$ cat config.mk
export PLATFORM = sky130hd
export DESIGN_NAME = game_timer
export DESIGN_NICKNAME = d
export VERILOG_FILES = /design/src/rtl/game_pkg.sv /design/src/rtl/tick_gen.sv /design/src/rtl/game_timer.sv
export SDC_FILE = /design/constraint.sdc
export NUM_CORES = 1
export LEC_CHECK = 0
export CAP_MARGIN = 20
export CORE_ASPECT_RATIO = 0.6
export CORE_MARGIN = 2
export CORE_UTILIZATION = 45
export DETAILED_ROUTE_END_ITERATION = 16
export GPL_TIMING_DRIVEN = 0
export PLACE_DENSITY = 0.76
export SLEW_MARGIN = 20
export SYNTH_ARGS = -nofsm -noshare
export SYNTH_HDL_FRONTEND = slang
export SYNTH_HIERARCHICAL = 1
export SYNTH_SLANG_ARGS = --single-unit
$ cat constraint.sdc
create_clock -name Clk -period 3.5 [get_ports Clk]
set_input_delay 0.875 -clock Clk [delete_from_list [all_inputs] [get_ports Clk]]
set_output_delay 0.875 -clock Clk [all_outputs]
set_load 0.03 [all_outputs]
$ cat src/rtl/game_pkg.sv
// Shared game constants and the timer state encoding.
// Pure declarations: no logic, no latency, no flow control.
package game_pkg;
    localparam int MAX_TIME    = 120;
    localparam int QUIZ_WINDOW = 10;
    localparam int MINUTES_W   = 8;
    localparam int SECONDS_W   = 6;

    typedef enum logic [1:0] {
        STOP = 2'd0,
        RUN  = 2'd1,
        HOLD = 2'd2,
        SAT  = 2'd3
    } timer_state_t;
endpackage

$ cat src/rtl/tick_gen.sv
// Modulo-DIV counter that pulses tick on its terminal count, combinationally with en.
// Count holds while en is low; clr zeroes it synchronously and wins over en.
module tick_gen #(
    parameter int DIV = 4,
    parameter int W   = 2
) (
    input  logic         Clk,
    input  logic         Reset,
    input  logic         en,
    input  logic         clr,
    output logic         tick,
    output logic [W-1:0] cnt
);
    localparam logic [W-1:0] LAST = W'(DIV - 1);

    assign tick = en && (cnt == LAST);

    always_ff @(posedge Clk or posedge Reset) begin
        if (Reset) begin
            cnt <= '0;
        end else if (clr) begin
            cnt <= '0;
        end else if (en) begin
            cnt <= tick ? '0 : cnt + W'(1);
        end
    end
endmodule

$ cat src/rtl/game_timer.sv
// Game seconds/minutes keeper with run/hold/saturate control; all outputs registered, one-cycle control latency.
// GAME_TIMER_FREEZE_EN makes freeze stall counting like HOLD; otherwise freeze is ignored.
module game_timer
    import game_pkg::*;
#(
    parameter int CLKS_PER_SEC = 100_000_000,
    parameter int SECS_PER_MIN = 60
) (
    input  logic                 Clk,
    input  logic                 Reset,
    input  logic                 clear,
    input  logic                 run,
    input  logic                 freeze,
    output logic [MINUTES_W-1:0] minutes,
    output logic [SECONDS_W-1:0] seconds,
    output logic                 min_tick,
    output logic                 sat
);
    localparam int PRE_W = $clog2(CLKS_PER_SEC);
    localparam logic [MINUTES_W-1:0] MIN_LAST = {MINUTES_W{1'b1}};

    timer_state_t     state, state_nxt;
    logic             count_en;
    logic             sec_tick;
    logic             min_inc;
    logic             to_sat;
    logic [PRE_W-1:0] unused_pre_cnt;

`ifdef GAME_TIMER_FREEZE_EN
    // Registered so freeze lands one cycle after the input, matching run/HOLD timing.
    logic freeze_q;
    always_ff @(posedge Clk or posedge Reset) begin
        if (Reset) freeze_q <= 1'b0;
        else       freeze_q <= freeze;
    end
    assign count_en = (state == RUN) && !freeze_q;
`else
    logic unused_freeze;
    assign unused_freeze = freeze;
    assign count_en = (state == RUN);
`endif

    tick_gen #(.DIV(CLKS_PER_SEC), .W(PRE_W)) u_prescale (
        .Clk   (Clk),
        .Reset (Reset),
        .en    (count_en),
        .clr   (clear),
        .tick  (sec_tick),
        .cnt   (unused_pre_cnt)
    );

    tick_gen #(.DIV(SECS_PER_MIN), .W(SECONDS_W)) u_seconds (
        .Clk   (Clk),
        .Reset (Reset),
        .en    (sec_tick),
        .clr   (clear),
        .tick  (min_inc),
        .cnt   (seconds)
    );

    assign to_sat = min_inc && (minutes == MIN_LAST - MINUTES_W'(1));

    always_comb begin
        state_nxt = state;
        case (state)
            STOP: if (run) state_nxt = RUN;
            RUN: begin
                if (to_sat)    state_nxt = SAT;
                else if (!run) state_nxt = HOLD;
            end
            HOLD: if (run) state_nxt = RUN;
            SAT:  state_nxt = SAT;
            default: state_nxt = STOP;
        endcase
        if (clear) state_nxt = STOP;
    end

    always_ff @(posedge Clk or posedge Reset) begin
        if (Reset) state <= STOP;
        else       state <= state_nxt;
    end

    always_ff @(posedge Clk or posedge Reset) begin
        if (Reset) begin
            minutes  <= '0;
            min_tick <= 1'b0;
            sat      <= 1'b0;
        end else if (clear) begin
            minutes  <= '0;
            min_tick <= 1'b0;
            sat      <= 1'b0;
        end else begin
            min_tick <= min_inc;
            if (min_inc && minutes != MIN_LAST) minutes <= minutes + MINUTES_W'(1);
            if (to_sat) sat <= 1'b1;
        end
    end
endmodule

# --- After elaboration in Yosys (flattened, before gate mapping) ---
# Index checks and enable logic that the tools add are counted.
totals:
  regBits: 45
  output_inout_bits: 16
op_classes:
  n_addsub: 3
  n_eq_ne: 9
  n_mux: 16
  reduce_logical: 11
op_table:
  columns: ["cell", "n"]
  rows:
  - ["27-bit 2-to-1 mux", 3]
  - ["27-bit by 1-bit adder with 27-bit output (second input constant)", 1]
  - ["27-bit equality test (second input constant)", 1]
  - ["6-bit 2-to-1 mux", 3]
  - ["8-bit 2-to-1 mux", 2]
  - ["8-bit by 1-bit adder with 8-bit output (second input constant)", 1]
  - ["8-bit equality test (second input constant)", 1]
  - ["2-bit 2-to-1 mux", 4]
  - ["8-bit inequality test (second input constant)", 1]
  - ["2-bit nonzero test", 4]
  - ["6-bit by 1-bit adder with 6-bit output (second input constant)", 1]
  - ["6-bit equality test (second input constant)", 1]
  - ["2-bit one-hot mux with 3 select lines", 1]
  - ["2-bit equality test (second input constant)", 2]
  - ["1-bit logical AND", 4]
  - ["4-bit inequality test (second input constant)", 1]
  - ["1-bit 2-to-1 mux", 3]
  - ["3-bit by 1-bit inequality test with 1-bit output (second input constant)", 1]
  - ["2-bit by 1-bit equality test with 1-bit output (second input constant)", 1]
  - ["2-bit zero test", 1]
  - ["2-bit AND reduction", 1]
  - ["2-bit OR reduction", 1]

# --- Depth between registers and ports, before layout ---
logic_depth:
  ltp_word: 7
  depth_mapped: 10
  depth_no_buf: 9

# --- Hierarchy ---
# The synthesis kept the hierarchy.
modules_own_cells:
  columns: ["module", "instances", "cells_per_inst", "area_each_um2"]
  rows:
  - ["tick_gen at u_prescale", 1, 158, 1506.4]
  - ["game_timer", 1, 65, 664.4]
  - ["tick_gen at u_seconds", 1, 36, 340.3]

# --- Worst setup path before layout ---
# No wires, ideal clock.
synth_timing:
  path_kind: "reg-to-reg"
  startpoint: "register u_prescale.cnt[0]"
  endpoint: "register minutes[3]"
  arrival_ns: 2.334
  required_ns: 3.372
  slack_ns: 1.038
  stages_incl_launch_ff: 11
  n_path_buf: 1
  period_less_slack_ns: 2.462
  cell_sequence: "dfrtp_1 -> ha_1 -> nand4_1 -> or4b_4 -> nor2_2 -> nand4b_1 -> nor2_1 -> buf_4 -> nand4_1 -> a21oi_1 -> mux2_1"
synth_via:
  elab_chain_len: 5
synth_rtl:
  columns: ["item", "line_no", "source"]
  rows:
  - ["from (decl)", "tick_gen.sv:12", "output logic [W-1:0] cnt"]
  - ["from (signal assigned)", "tick_gen.sv:24", "cnt <= tick ? '0 : cnt + W'(1);"]
  - ["27-bit equality test", "tick_gen.sv:16", "assign tick = en && (cnt == LAST);"]
  - ["1-bit logical AND", "tick_gen.sv:16", null]
  - ["named net sec_tick", "game_timer.sv:24", "logic sec_tick;"]
  - ["1-bit logical AND", "tick_gen.sv:16", null]
  - ["named net min_inc", "game_timer.sv:25", "logic min_inc;"]
  - ["1-bit logical AND", "game_timer.sv:94", "if (min_inc && minutes != MIN_LAST) minutes <= minutes + MINUTES_W'(1);"]
  - ["2-bit nonzero test (no source line)", null, null]
  - ["to (signal assigned)", "game_timer.sv:94", null]
  - ["to (decl)", "game_timer.sv:14", "output logic [MINUTES_W-1:0] minutes,"]
# The timed path passes the listed nets, and every way through them passes these cells.
# A chain may end at the register's enable or synchronous reset.

# --- Final worst setup path ---
layout_timing:
  startpoint: "input port clear"
  endpoint: "register u_prescale.cnt[21]"
layout_via:
  elab_chain_len: 1
  word_cells_on_any_way: 2
layout_rtl:
  columns: ["item", "line_no", "source"]
  rows:
  - ["from (decl)", "game_timer.sv:11", "input logic clear,"]
  - ["27-bit 2-to-1 mux or 2-bit nonzero test (tied branches)", null, null]
# Parallel ways exist; a longest one is shown, timed or not.

==> impl_metrics.env <==
export IMPL_wl_met1_mm=2.95
export IMPL_fin_hold_ws_ns=0.533
export IMPL_dr_wl_met3_um=237
export IMPL_synth_seq_cells=45
export IMPL_drive_gt1_share_pct=10.5
export IMPL_syn_nets=268
export IMPL_htreeDepth=2
export IMPL_hpwl_mm=3.89
export IMPL_io_buffers=19
export IMPL_cts_buffer_depth=2
export IMPL_met2_length_mm=2.16
export IMPL_async_flop_share_pct=100
export IMPL_dieArea_um2=6210
export IMPL_dr_pass1_iters=4
export IMPL_io_pins=21
export IMPL_cts_resized=0
export IMPL_vias_per_cell=5.66
export IMPL_postCtsSetupRepairBufs=0
export IMPL_start_kind="input pin"
export IMPL_n_fill_cell=490
export IMPL_yosysUniqueCellTypes=49
export IMPL_tns_ns=0
export IMPL_timing_rr_start="u_prescale/cnt[0]"
export IMPL_design_final_nets=294
export IMPL_insertion_delay_ns=0.30
export IMPL_gp_congestion=0.815
export IMPL_cap_violations=0
export IMPL_finalCritPeriodShare_pct=90.5
export IMPL_crit_required_ns=3.69
export IMPL_end_kind="flop"
export IMPL_drv_slew=0
export IMPL_critical_path_arrival_ns=3.36
export IMPL_clk_transition_reported_paths_ns=0.09
export IMPL_grt_overflow=0
export IMPL_setup_viol=0
export IMPL_path_class="input pin to flop"
export IMPL_yosys_warnings=6
export IMPL_netlist_instances=259
export IMPL_drt_iter0_drc=100
export IMPL_min_from="sat"
export IMPL_synth_edff_count=0
export IMPL_multi_input_area_um2=1270
export IMPL_clockRootBuffer="clkbuf_8"
export IMPL_start_util_pct=45.7
export IMPL_wirelength_mm=5.39
export IMPL_seqCellArea_um2=1130
export IMPL_design_core_area_um2=5490
export IMPL_min_path_type="flop to flop"
export IMPL_row_count=21
export IMPL_cts_hold_buf=0
export IMPL_postSynthAreaPerCell_um2=9.70
export IMPL_via_count=2008
export IMPL_num_antenna_cells=0
export IMPL_area_growth_synth_to_final_pct=14.4
export IMPL_crit_fanout=21
export IMPL_grt_usage_pct=18.4
export IMPL_grt_pass1_wl_mm=8.94
export IMPL_cts_tree="built"
export IMPL_leakage_nw=1.19
export IMPL_wire_per_inst_um=15.2
export IMPL_grt_max_degree=28
export IMPL_worst_pin_slew_ns=0.736
export IMPL_min_period_ns=3.17
export IMPL_hold_viol=0
export IMPL_fp_dieH_um=61.9
export IMPL_placed_area_um2=2790
export IMPL_grt_pass1_vias=1775
export IMPL_irDropWorstVdd_mv=0.166
export IMPL_syn_area_um2=2510
export IMPL_ys_flop_type="dfrtp_1"
export IMPL_slew_limit_headroom_pct=50.7
export IMPL_pwr_density_cell_nw_per_um2=310
export IMPL_top_layer="met4"
export IMPL_postRouteAntennaNets=0
export IMPL_drcViolationCount=0
export IMPL_rsz0062_at_grt="false"
export IMPL_skew_ns=0.00670
export IMPL_max_freq_ghz=0.316
export IMPL_critPathLaunch="clear"
export IMPL_outcome="finished, final reports clean"
export IMPL_chipWidth_um=100
export IMPL_stdcell_area_um2=2870
export IMPL_cts_sinks=45
export IMPL_cts_buffers=5
export IMPL_antenna_found_initial=0
export IMPL_yosysSeqAreaShare_pct=44.8
## path summary, 6_finish.rpt
kind	depth (start not counted)	slack (ns)	end
worst max register to register	10	0.54	minutes[3]
worst min-delay path	2	0.53	sat
max in group asynchronous	2	2.09	u_prescale/cnt[24]
worst min register to register	2	0.53	sat
min in group asynchronous	2	0.89	u_seconds/cnt[4]
worst max-delay path	6	0.33	u_prescale/cnt[21]
## flip-flops by register name, indices dropped and copies added (netlist names)
signal / cells
minutes: 8
u_prescale/cnt: 27
u_seconds/cnt: 6
state: 2
min_tick: 1
sat: 1
## synthesized netlist by cell type (3+ instances only)
| master | number | share of area (%) |
|---|---|---|
| nand4_1 | 12 | 3.0 |
| a31oi_1 | 3 | 0.75 |
| o21ai_0 | 4 | 0.80 |
| inv_1 | 9 | 1.3 |
| buf_6 | 3 | 1.3 |
| ha_1 | 4 | 2.0 |
| xnor2_1 | 9 | 3.1 |
| and4_1 | 5 | 1.7 |
| buf_4 | 3 | 0.90 |
| xor2_1 | 14 | 4.9 |
| a21oi_1 | 10 | 2.0 |
| nor2_1 | 40 | 6.0 |
| nand3_1 | 13 | 2.6 |
| clkbuf_1 | 5 | 0.75 |
| a311oi_1 | 4 | 1.4 |
| nand2b_1 | 4 | 1.0 |
| nor4_1 | 3 | 0.75 |
| a41oi_1 | 3 | 1.0 |
| nor3_1 | 5 | 1.0 |
| nor2b_1 | 6 | 1.5 |
| nor4b_1 | 3 | 1.0 |
| or2_2 | 3 | 0.75 |
| and3_1 | 6 | 1.5 |
| dfrtp_1 | 45 | 45 |
| nand2_1 | 14 | 2.1 |
## placed cells by master (no fill, tap or decap), drive strengths merged, types with 3 or more instances in the layout
cell type and n:
nand4 14, a311oi 4, nor2b 6, or2 4
inv 9, mux2 4, clkbuf 10, xnor2 9
nand2b 4, and3 6, nor3 5, nand2 14
a41oi 3, nand3 13, a31oi 3, ha 4
nor4 5, o21ai 4, nor4b 3, buf 7
xor2 14, a21oi 10, dfrtp 45, and4 5
nor2 41, clkdlybuf4s50 19
## critical path, stage by stage
cell	delay [ns]
clkdlybuf4s50_1	0.94
o2111ai_1	0.39
nor4_2	0.74
nand3_1	0.18
xor2_1	0.17
nor2_1	0.05
## kinds of logic after synthesis
group	after synthesis	synth area share, %
AO/OA/AOI/OAI	33	9.07
flip-flops	45	44.8
adder cells (fa/ha/maj)	4	1.99
multiplexers	5	2.19
XOR/XNOR	23	8.02
buffers and inverters	21	4.53
AND/OR/NAND/NOR	128	29.3
## power by group
part | total (mW) | switching (mW) | internal, mW
Clock | 0.317 | 0.179 | 0.138
Sequential | 0.527 | 0.00451 | 0.522
Combinational | 0.0464 | 0.0316 | 0.0149
Total | 0.890 | 0.215 | 0.675
## final cells by class
type / count / area share [%]
Inverter: 9 / 1.18
Timing Repair Buffer: 19 / 6.62
Tap cell: 69 / 3.00
Sequential cell: 45 / 39.2
Buffer: 12 / 2.79
Clock buffer: 5 / 2.39
Multi-Input combinational cell: 193 / 44.2
Clock inverter: 3 / 0.609
## through the flow
stage	utilization [%]	std cells	power (mW)	setup slack [ns]
after floorplan	-	259	0.565	1.04
after global placement	50.8	347	0.583	0.0510
after detailed placement	50.8	347	0.584	0.0454
after CTS	52.3	355	0.900	0.355
after global routing	52.3	355	0.922	0.135
final	52.3	355	0.890	0.334
## per-layer routing
metal | track usage [%] | up-vias
met1 | 29.6 | 982
met3 | 3.80 | 5
met2 | 24.4 | 40
met5 | 0 | -
li1 | - | 981
met4 | 4.89 | 0
No activity file was read; power rests on OpenSTA's default activity.
